==> config.mk <==
export PLATFORM = sky130hd
export DESIGN_NAME = pwm_duty_decoder
export DESIGN_NICKNAME = d
export VERILOG_FILES = /design/src/rtl/pwm_pkg.sv /design/src/rtl/pwm_in_sync.sv /design/src/rtl/pwm_duty_decoder.sv
export SDC_FILE = /design/constraint.sdc
export NUM_CORES = 1
export LEC_CHECK = 0
export CAP_MARGIN = 30
export CELL_PAD_IN_SITES_DETAIL_PLACEMENT = 2
export CELL_PAD_IN_SITES_GLOBAL_PLACEMENT = 2
export CORE_AREA = 4 4 71 73
export CTS_CLUSTER_DIAMETER = 60
export DETAILED_ROUTE_END_ITERATION = 10
export DIE_AREA = 0 0 75 77
export PLACE_DENSITY_LB_ADDON = 0.1
export SYNTH_ARGS = -nofsm -noshare
export SYNTH_HDL_FRONTEND = slang
export SYNTH_SLANG_ARGS = --single-unit
==> constraint.sdc <==
create_clock -name clk -period 3.3 [get_ports clk]
set_input_delay 0.99 -clock clk [delete_from_list [all_inputs] [get_ports clk]]
set_output_delay 0.99 -clock clk [all_outputs]
set_load 0.05 [all_outputs]
==> src/rtl/pwm_pkg.sv <==
// rtl/pwm_pkg.sv - shared PWM link constants and decoder state type
package pwm_pkg;

  localparam int PWM_WIDTH  = 8;
  localparam int PWM_PERIOD = 2 ** PWM_WIDTH;

  typedef enum logic {
    WAIT_EDGE,
    MEASURE
  } pwm_dec_state_e;

endpackage

==> src/rtl/pwm_in_sync.sv <==
// rtl/pwm_in_sync.sv - PWM line synchronizer and rise detect
// PWM_DECODER_GLITCH_FILTER_EN adds a 3-sample stability filter after the synchronizer.
module pwm_in_sync
  import pwm_pkg::*;
(
  input  logic clk,
  input  logic rst_n,
  input  logic pwm_in,
  output logic s,
  output logic rise
);

  logic meta_q;
  logic sync_q;
  logic s_d1;

  always_ff @(posedge clk or negedge rst_n) begin
    if (!rst_n) begin
      meta_q <= 1'b0;
      sync_q <= 1'b0;
      s_d1   <= 1'b0;
    end else begin
      meta_q <= pwm_in;
      sync_q <= meta_q;
      s_d1   <= s;
    end
  end

`ifdef PWM_DECODER_GLITCH_FILTER_EN
  logic [1:0] hist_q;

  always_ff @(posedge clk or negedge rst_n) begin
    if (!rst_n) begin
      hist_q <= '0;
    end else begin
      hist_q <= {hist_q[0], sync_q};
    end
  end

  // Level moves only once three consecutive synced samples agree; s_d1 holds it otherwise.
  always_comb begin
    s = s_d1;
    if (sync_q && (&hist_q)) begin
      s = 1'b1;
    end else if (!sync_q && !(|hist_q)) begin
      s = 1'b0;
    end
  end
`else
  assign s = sync_q;
`endif

  assign rise = s & ~s_d1;

endmodule

==> src/rtl/pwm_duty_decoder.sv <==
// rtl/pwm_duty_decoder.sv - recovers duty, period error and stuck status from a PWM line
// Optional PWM_DECODER_GLITCH_FILTER_EN enables the input glitch filter in pwm_in_sync.
module pwm_duty_decoder
  import pwm_pkg::*;
#(
  parameter int WIDTH           = PWM_WIDTH,
  parameter int TIMEOUT_PERIODS = 2
) (
  input  logic             clk,
  input  logic             rst_n,
  input  logic             pwm_in,
  output logic [WIDTH-1:0] duty_out,
  output logic             duty_valid,
  output logic             period_err,
  output logic             stuck
);

  localparam int CNT_W = WIDTH + 2;
  localparam logic [CNT_W-1:0] CNT_MAX     = '1;
  localparam logic [CNT_W-1:0] NOMINAL     = CNT_W'(2 ** WIDTH);
  localparam logic [CNT_W-1:0] TIMEOUT_CNT = CNT_W'(TIMEOUT_PERIODS * (2 ** WIDTH));

  logic s;
  logic rise;
  logic timeout;

  logic [CNT_W-1:0] per_cnt;
  logic [CNT_W-1:0] hi_cnt;

  pwm_dec_state_e   state_q;
  pwm_dec_state_e   state_d;
  logic [WIDTH-1:0] duty_d;
  logic             valid_d;
  logic             perr_d;
  logic             stuck_d;

  pwm_in_sync u_sync (
    .clk    (clk),
    .rst_n  (rst_n),
    .pwm_in (pwm_in),
    .s      (s),
    .rise   (rise)
  );

  // Counters restart at 1 on a rise so that at the next rise they hold period and high time.
  always_ff @(posedge clk or negedge rst_n) begin
    if (!rst_n) begin
      per_cnt <= '0;
      hi_cnt  <= '0;
    end else if (rise) begin
      per_cnt <= CNT_W'(1);
      hi_cnt  <= CNT_W'(1);
    end else begin
      if (per_cnt != CNT_MAX) begin
        per_cnt <= per_cnt + 1'b1;
      end
      if (s && (hi_cnt != CNT_MAX)) begin
        hi_cnt <= hi_cnt + 1'b1;
      end
    end
  end

  assign timeout = (per_cnt == TIMEOUT_CNT);

  always_comb begin
    state_d = state_q;
    duty_d  = duty_out;
    valid_d = 1'b0;
    perr_d  = period_err;
    stuck_d = stuck;
    if (rise) begin
      state_d = MEASURE;
      stuck_d = 1'b0;
      if (state_q == MEASURE) begin
        valid_d = 1'b1;
        duty_d  = (hi_cnt < NOMINAL) ? hi_cnt[WIDTH-1:0] : '1;
        perr_d  = (per_cnt != NOMINAL);
      end
    end else if (timeout) begin
      // A line stuck at the current level reads as duty 0 or full scale.
      state_d = WAIT_EDGE;
      stuck_d = 1'b1;
      valid_d = 1'b1;
      duty_d  = {WIDTH{s}};
    end
  end

  always_ff @(posedge clk or negedge rst_n) begin
    if (!rst_n) begin
      state_q    <= WAIT_EDGE;
      duty_out   <= '0;
      duty_valid <= 1'b0;
      period_err <= 1'b0;
      stuck      <= 1'b0;
    end else begin
      state_q    <= state_d;
      duty_out   <= duty_d;
      duty_valid <= valid_d;
      period_err <= perr_d;
      stuck      <= stuck_d;
    end
  end

endmodule

## Word level (Yosys, flattened, before mapping)

Cells that the tools add are included.

- Flip-flop bits (word level): 35
- Latch bits: 0
- Memory bits (writable): 0
- Bits in read-only memories: 0
- Bits of input ports: 3
- Output and inout bits: 11
- Word-level logic and storage cells: 41
- Memories: 0

- Add/subtract/negate cells: 2
- Multipliers: 0
- Divide/modulo/power cells: 0
- $lt $le $gt $ge: 1
- Equal/unequal tests: 5
- Shift operators: 0
- Muxes and demuxes: 15
- Bitwise logic cells: 2
- Reduce and logical (&&, ||, !) cells: 6

Operators by type and width:

| kind | number |
|---|---|
| two-way mux 10 bit | 4 |
| two-way mux 8 bit | 4 |
| adder 10 x 1 -> 10 bit (second input constant) | 2 |
| inequality test 10 bit (second input constant) | 2 |
| equality test 10 bit (second input constant) | 1 |
| less-than comparator 10 x 9 -> 1 bit (second input constant) | 1 |
| inequality test 10 x 9 -> 1 bit (second input constant) | 1 |
| two-way mux 1 bit | 7 |
| nonzero test 2 bit | 3 |
| AND reduction 2 bit | 2 |
| inequality test 2 x 1 -> 1 bit (second input constant) | 1 |
| AND 1 bit | 1 |
| logical AND 1 bit | 1 |
| NOT 1 bit | 1 |

## Logic depth before layout (Yosys ltp)

Gate-level depths: netlist of run 1.

- Word-level depth: 4
- Depth in mapped cells: 7
- Depth with buffers taken out: 6

## By module

Synthesis of run 1 repeated with hierarchy kept, for this count alone.

- Cell total of the unflattened synthesis: 191
- Area total of the unflattened synthesis: 1931.9 um^2

By module, submodules not included:

| module | times used | cells an instance | area each (um^2) | seq. area each (um^2) |
|---|---|---|---|---|
| pwm_duty_decoder | 1 | 187 | 1843.0 | 800.8 |
| pwm_in_sync | 1 | 4 | 88.8 | 75.1 |

## Worst setup path before layout of run 1

OpenSTA, ideal clock, no wires.

- Path kind: register to register
- Start: register hi_cnt[0]
- End: register hi_cnt[7]
- Setup time: 0.119 ns
- Data arrival time: 1.487 ns
- Required time: 3.181 ns
- Slack: 1.694 ns
- Cell stages (with the launch flop): 6
- Buffers on the path: 0
- Period minus slack after synthesis: 1.606 ns
- Cell sequence: dfrtp_1 -> ha_1 -> nand3_2 -> o41ai_4 -> nor3_1 -> o21a_1

- Longest elaborated chain between the ends: 3
- Elaborated cells between the ends (all ways): 6
- Classes of those cells: add/sub (1); eq/ne (1); mux (2); reduce/logical (2)

RTL lines:

| element | line | RTL |
|---|---|---|
| start: declaration | pwm_duty_decoder.sv:28 | `logic [CNT_W-1:0] hi_cnt;` |
| start signal: assignment | pwm_duty_decoder.sv:58 | `hi_cnt <= hi_cnt + 1'b1;` |
| adder 10 x 1 -> 10 bit or inequality test 10 bit (tied branches) | pwm_duty_decoder.sv:58, pwm_duty_decoder.sv:57 |  |
| two-way mux 10 bit or logical AND 1 bit (tied branches) | pwm_duty_decoder.sv:57 | `if (s && (hi_cnt != CNT_MAX)) begin` |
| two-way mux 10 bit or nonzero test 2 bit (tied branches) | -- |  |

Parallel ways exist; a longest one is shown, timed or not. The select of a mux whose other input is x is not followed.
A chain may end at the register's enable or synchronous reset.

## Worst setup path after layout of run 1

- Start: register duty_out[6]
- End: output port duty_out[6]

RTL lines:

| element | line | RTL |
|---|---|---|
| start: declaration | pwm_duty_decoder.sv:12 | `output logic [WIDTH-1:0] duty_out,` |
| start signal: assignment | pwm_duty_decoder.sv:97 | `duty_out <= duty_d;` |

No word-level cell between the ends.

==> results of run 1 <==
==> cell usage in the layout (no fill, tap or decap), drive strengths merged, types with 2 or more instances in the layout <==
cell type	instances
inv	8
nand2	21
a31oi	3
o31ai	5
dfrtp	35
or3	4
nor3	4
a21oi	8
nand2b	3
o21a	2
mux2i	2
clkdlybuf4s50	13
nand3	9
nand4	3
nor2b	2
nor2	9
clkbuf	6
a2bb2oi	2
ha	3
xnor2	2
o21ai	26
==> cell type report <==
class | count | share of cell area
Sequential cell | 35 | 0.450
Inverter | 8 | 0.0154
Clock buffer | 6 | 0.0424
Tap cell | 52 | 0.0334
Clock inverter | 1 | 0.00257
Timing Repair Buffer | 14 | 0.0707
Multi-Input combinational cell | 123 | 0.385
==> how the worst min path moves through the flow <==
stage | start | to | slack (ps)
6_report | u_sync.meta_q | u_sync.s | 350
5_1_grt | u_sync.meta_q | u_sync.s | 370
4_1_cts | u_sync.meta_q | u_sync.s | 360
3_5_place_dp | u_sync.meta_q | u_sync.s | 340
3_3_place_gp | u_sync.meta_q | u_sync.s | 340
2_1_floorplan | u_sync.meta_q | u_sync.s | 330
==> through the flow <==
step	instances	cell area (µm²)	setup slack, ps	utilization
detailed placement	232	1860	1160	0.427
global route	239	1950	802	0.447
CTS	239	1950	845	0.447
finish	239	1950	867	0.447
floorplan	172	1680	1690	-
global placement	232	1860	1190	0.427
==> flip-flops by register name, summed over array words and instances (netlist names) <==
| register | flops |
|---|---|
| duty_valid | 1 |
| stuck | 1 |
| period_err | 1 |
| state_q | 1 |
| duty_out | 8 |
| u_sync.s | 1 |
| u_sync.meta_q | 1 |
| u_sync.s_d1 | 1 |
| per_cnt | 10 |
| hi_cnt | 10 |
==> power by group <==
| group | total [µW] | internal [µW] | switching (µW) |
|---|---|---|---|
| Sequential | 537 | 474 | 62.9 |
| Clock | 309 | 164 | 146 |
| Combinational | 204 | 75.2 | 128 |
| Total | 1050 | 713 | 337 |
==> per-layer routing <==
layer | vias to the layer above | wire [µm]
met4 | 0 | 52
met3 | 4 | 124
met2 | 15 | 1980
met1 | 697 | 1960
li1 | 642 | -
met5 | - | 0
==> cell families (layout without fill, tap and decap cells) <==
logic type / Yosys count / after routing
AND/OR/NAND/NOR: 63 / 63
AO/OA/AOI/OAI: 52 / 52
flip-flops: 35 / 35
buffers and inverters: 14 / 29
adder cells (fa/ha/maj): 3 / 3
XOR/XNOR: 3 / 3
multiplexers: 2 / 2
==> synthesized netlist by cell type, types with 2 or more instances <==
cell type / count / area, µm²
a21oi_1: 8 / 40.0
a2bb2oi_1: 2 / 17.5
a31oi_1: 3 / 18.8
buf_2: 3 / 15.0
clkbuf_1: 2 / 7.51
dfrtp_1: 35 / 876
ha_1: 3 / 37.5
inv_1: 8 / 30.0
mux2i_1: 2 / 20.0
nand2_1: 21 / 78.8
nand2b_1: 3 / 18.8
nand3_1: 8 / 40.0
nand4_1: 3 / 18.8
nor2_1: 9 / 33.8
nor2b_1: 2 / 12.5
nor3_1: 4 / 20.0
o21a_1: 2 / 15.0
o21ai_0: 25 / 125
o31ai_1: 5 / 37.5
or3_1: 4 / 25.0
xnor2_1: 2 / 17.5
==> impl_metrics.json, run 1 <==
{
  "yosys-mux-area-fraction": 0.0119,
  "routed-via-count": 1358,
  "max_freq_mhz": 411,
  "synth_cells": 172,
  "die_x_um": 75,
  "synthesis.nets": 178,
  "wl_per_cell_um": 17.2,
  "ys_seq_area_frac": 0.521,
  "reg2reg_from": "u_sync.s",
  "vdd_drop_max_mv": 0.248,
  "fin_crit_ps": 2430,
  "hold_class": "reg -> reg",
  "cp.depth": 1,
  "use_met3": 0.0366,
  "cts_buffers": 5,
  "tightest_slew_ps": 742,
  "synth-simple-area-share": 0.191,
  "rsz0062_at_grt": "false",
  "hold_depth": 0,
  "drc": 0,
  "setup_viol": 0,
  "reg2regPathDepth": 3,
  "cts_hold_buffers": 0,
  "root_buffer": "clkbuf_8",
  "crit_fanout": 2,
  "ys.flop_type": "dfrtp_1",
  "die_area_um2": 5780,
  "overflow": 0,
  "cp-start-kind": "flip-flop",
  "crit_path_top_delay_cell": "clkdlybuf4s50_1",
  "worstPathCellList": "clkdlybuf4s50_1",
  "antenna_cells": 0,
  "routed_via_density": 5.68,
  "r2r_setup_slack_ps": 1210,
  "busiest_layer": "met2",
  "clockBufferDepth": 2,
  "fin_crit_sh": 0.737,
  "netlist_area_um2": 1680,
  "antenna_found_initial": 0,
  "reg2reg_to": "duty_out[2]",
  "drtIter0Drc": 43,
  "post-dp-hpwl_um": 3030,
  "cp-startpoint": "duty_out[6]",
  "portBuffers": 13,
  "tns_ps": 0,
  "p_total_uw": 1050,
  "cpLargestDelayFamily": "buffers and inverters",
  "synth_adder_area_share": 0.0223,
  "synthArstFlopShare": 1.00,
  "core_area_um2": 4350,
  "synth-seq-cells": 35,
  "synthXorXnorAreaFrac": 0.0156,
  "ios": 14,
  "antenna_left": 0,
  "slew_viol_final": 0,
  "multi_input_area_um2": 749,
  "yosysWarnings": 0,
  "clk_latency_ps": 280,
  "place_congestion": 0.797,
  "cpPeakStageDelay_ps": 810,
  "cts_max_level": 2,
  "clk_pin_slew_ps": 70,
  "cts.sinks": 35,
  "final_hold_viol_count": 0,
  "cts_tree": "built",
  "nets": 193,
  "die_h_um": 77,
  "skew_ps": 6.03,
  "synthToLayoutAreaGrowth_pct": 15.7,
  "firstDrtPassIters": 4,
  "hold_ws_ps": 354,
  "grt_pass1_wl_um": 7420,
  "regArea_um2": 876,
  "num_rows": 24,
  "grtUsageTotal": 0.164,
  "outcome": "finished, final reports clean",
  "avgSynthCellArea_um2": 9.78,
  "initial_core_util": 0.386,
  "drv_cap": 0,
  "required_ps": 2310,
  "grt_pass1_vias": 1512,
  "synth_compound_area_frac": 0.205,
  "crit_type": "reg -> out",
  "power.density_nw_per_um2": 540,
  "setup.worst_path.end": "duty_out[6]",
  "leakagePower_uw": 0.000812,
  "met2_usage": 0.254,
  "post_cts_resized": 0,
  "synth_edf_count": 0,
  "grt_util_met1": 0.222,
  "cts_setup_buffers": 0,
  "drive_above_1_share": 0.0802,
  "maxSlewHeadroom": 0.506,
  "synth_top_family_by_area": "compound AO/OA/AOI/OAI gates",
  "routed_wl_um": 4110,
  "synth_cell_type_count": 39,
  "grt_max_degree": 36,
  "critPathArrivalTime_ps": 1440,
  "critPathCaptureType": "primary output",
  "fillers": 469,
  "cp_num_buf_inv": 1
}
(Power assumes the default switching activity.)
==> inputs of run 2 (changes only) <==
--- a/config.mk
+++ b/config.mk
@@ -8,10 +8,10 @@
 export CAP_MARGIN = 30
 export CELL_PAD_IN_SITES_DETAIL_PLACEMENT = 2
 export CELL_PAD_IN_SITES_GLOBAL_PLACEMENT = 2
-export CORE_AREA = 4 4 71 73
+export CORE_AREA = 4 4 77 79
 export CTS_CLUSTER_DIAMETER = 60
 export DETAILED_ROUTE_END_ITERATION = 10
-export DIE_AREA = 0 0 75 77
+export DIE_AREA = 0 0 81 83
 export PLACE_DENSITY_LB_ADDON = 0.1
 export SYNTH_ARGS = -nofsm -noshare
 export SYNTH_HDL_FRONTEND = slang
==> constraint.sdc (replaced) <==
create_clock -name clk -period 2.2 [get_ports clk]
set_input_delay 0.66 -clock clk [delete_from_list [all_inputs] [get_ports clk]]
set_output_delay 0.66 -clock clk [all_outputs]
set_load 0.05 [all_outputs]
==> run 2 against run 1 <==
Compared with the run above:
- clock skew is 1.9 ps higher
- hold slack better by 9.4 ps
- worst setup slack worse by 790 ps
- global-route usage is 2.1 points lower
- critical path depth stayed put
- non-clock buffer count is 5 higher
- cell count is 11% higher
==> impl_metrics.json, run 2 (same netlist as run 1, synthesis figures left out) <==
{
  "p_total_uw": 1570,
  "grt_max_degree": 36,
  "antenna_cells": 0,
  "switching_share": 0.325,
  "fin_crit_ps": 2120,
  "cts.sinks": 35,
  "initial_core_util": 0.315,
  "rsz0062_at_grt": "false",
  "maxSlewHeadroom": 0.623,
  "drtIter0Drc": 27,
  "leakagePower_uw": 0.000831,
  "crit_fanout": 2,
  "crit_path_top_delay_cell": "clkdlybuf4s50_1",
  "routed-via-count": 1345,
  "root_buffer": "clkbuf_8",
  "portBuffers": 13,
  "cts_setup_buffers": 0,
  "routed_wl_um": 4310,
  "ios": 14,
  "clockBufferDepth": 2,
  "final_common_cell": "dfrtp_1",
  "num_rows": 27,
  "power.density_nw_per_um2": 783,
  "wl_per_cell_um": 16.3,
  "required_ps": 1540,
  "hold_class": "reg -> reg",
  "nets": 198,
  "die_x_um": 81,
  "grtUsageTotal": 0.143,
  "worstPathCellList": "clkdlybuf4s50_1",
  "place_congestion": 0.817,
  "dr.max_layer_used": "met4",
  "max_freq_mhz": 472,
  "cpPeakStageDelay_ps": 810,
  "die_area_um2": 6720,
  "cp.depth": 1,
  "reg2reg_from": "hi_cnt[0]",
  "outcome": "finished, final reports clean",
  "final_hold_viol_count": 0,
  "synthToLayoutAreaGrowth_pct": 19.0,
  "drv_cap": 0,
  "critPathArrivalTime_ps": 1460,
  "r2r_setup_slack_ps": 300,
  "critPathCaptureType": "primary output",
  "wl_met2_um": 2050,
  "cts_tree": "built",
  "antenna_found_initial": 0,
  "tightest_slew_ps": 563,
  "mostFrequentLayoutCells": "35 x dfrtp_1, 25 x o21ai_0, 21 x nand2_1",
  "wl_met1_um": 2080,
  "setup_viol": 0,
  "firstDrtPassIters": 2,
  "post-dp-hpwl_um": 3170,
  "slew_viol_final": 0,
  "vdd_drop_max_mv": 0.290,
  "skew_ps": 7.94,
  "cts_max_level": 2,
  "post_cts_resized": 0,
  "clock_power_share": 0.286,
  "routed_via_density": 5.08,
  "reg2regPathDepth": 5,
  "clk_pin_slew_ps": 70,
  "antenna_left": 0,
  "grt_pass1_vias": 1492,
  "cts_hold_buffers": 0,
  "die_h_um": 83,
  "cp-start-kind": "flip-flop",
  "cp_num_buf_inv": 1,
  "power_frac_seq": 0.507,
  "switchingPower_uw": 509,
  "tns_ps": 0,
  "clk_latency_ps": 280,
  "hold_ws_ps": 363,
  "drive_above_1_share": 0.0984,
  "crit_type": "reg -> out",
  "reg2reg_to": "hi_cnt[7]",
  "overflow": 0,
  "power_frac_comb": 0.207,
  "cts_buffers": 5,
  "setup.worst_path.end": "duty_out[4]",
  "grt_pass1_wl_um": 7510,
  "drc": 0,
  "cpLargestDelayFamily": "buffers and inverters",
  "fin_crit_sh": 0.963,
  "p_int_uw": 1060,
  "core_area_um2": 5340,
  "cp-startpoint": "duty_out[4]",
  "reg_top3": "hi_cnt: 10 flops, per_cnt: 10 flops, duty_out: 8 flops",
  "wl_met3_um": 122
}
==> run 2: cell count changes in the layout (fill, tap and decap cells not counted), sizes merged <==
cell and delta:
clkbuf +1, buf +5
==> run 2: layout make-up <==
cell class                 count  area, µm²
clock buffer                   7       76.3
clock inverter                 1       5.00
fill                         615       3340
inverter                       8       30.0
multi-input combinational    123        749
sequential                    35        876
tap                           72       90.1
timing repair buffer          19        175
==> run 2: how the worst min path moves through the flow <==
stage	startpoint	to	slack [ps]	cells after the start
after detailed placement	u_sync.meta_q	u_sync.s	350	0
after CTS	u_sync.meta_q	u_sync.s	370	0
after floorplan	u_sync.meta_q	u_sync.s	330	0
after global routing	u_sync.meta_q	u_sync.s	380	0
final	u_sync.meta_q	u_sync.s	360	0
after global placement	u_sync.meta_q	u_sync.s	340	0
==> run 2: power groups by stage <==
| stage | Clock [µW] | Combinational, µW | Sequential [µW] |
|---|---|---|---|
| floorplan | 0 | 144 | 855 |
| global placement | 0 | 319 | 797 |
| detailed placement | 0 | 331 | 806 |
| CTS | 463 | 334 | 794 |
| global route | 502 | 367 | 808 |
| finish | 448 | 325 | 794 |
==> run 2: metrics by stage <==
step                area, µm²  setup WS, ps  cells   util
finish                   2000          81.3    265  0.375
global route             2000          15.7    265  0.375
CTS                      2000          62.3    265  0.375
detailed placement       1920           303    257  0.360
global placement         1920           386    257  0.360
floorplan                1680           594    172      -
==> run 2: metal layers <==
metal	global-route usage	vias up
li1	-	650
met1	0.192	676
met2	0.224	13
met3	0.0401	6
met4	0.0415	0
met5	0	-
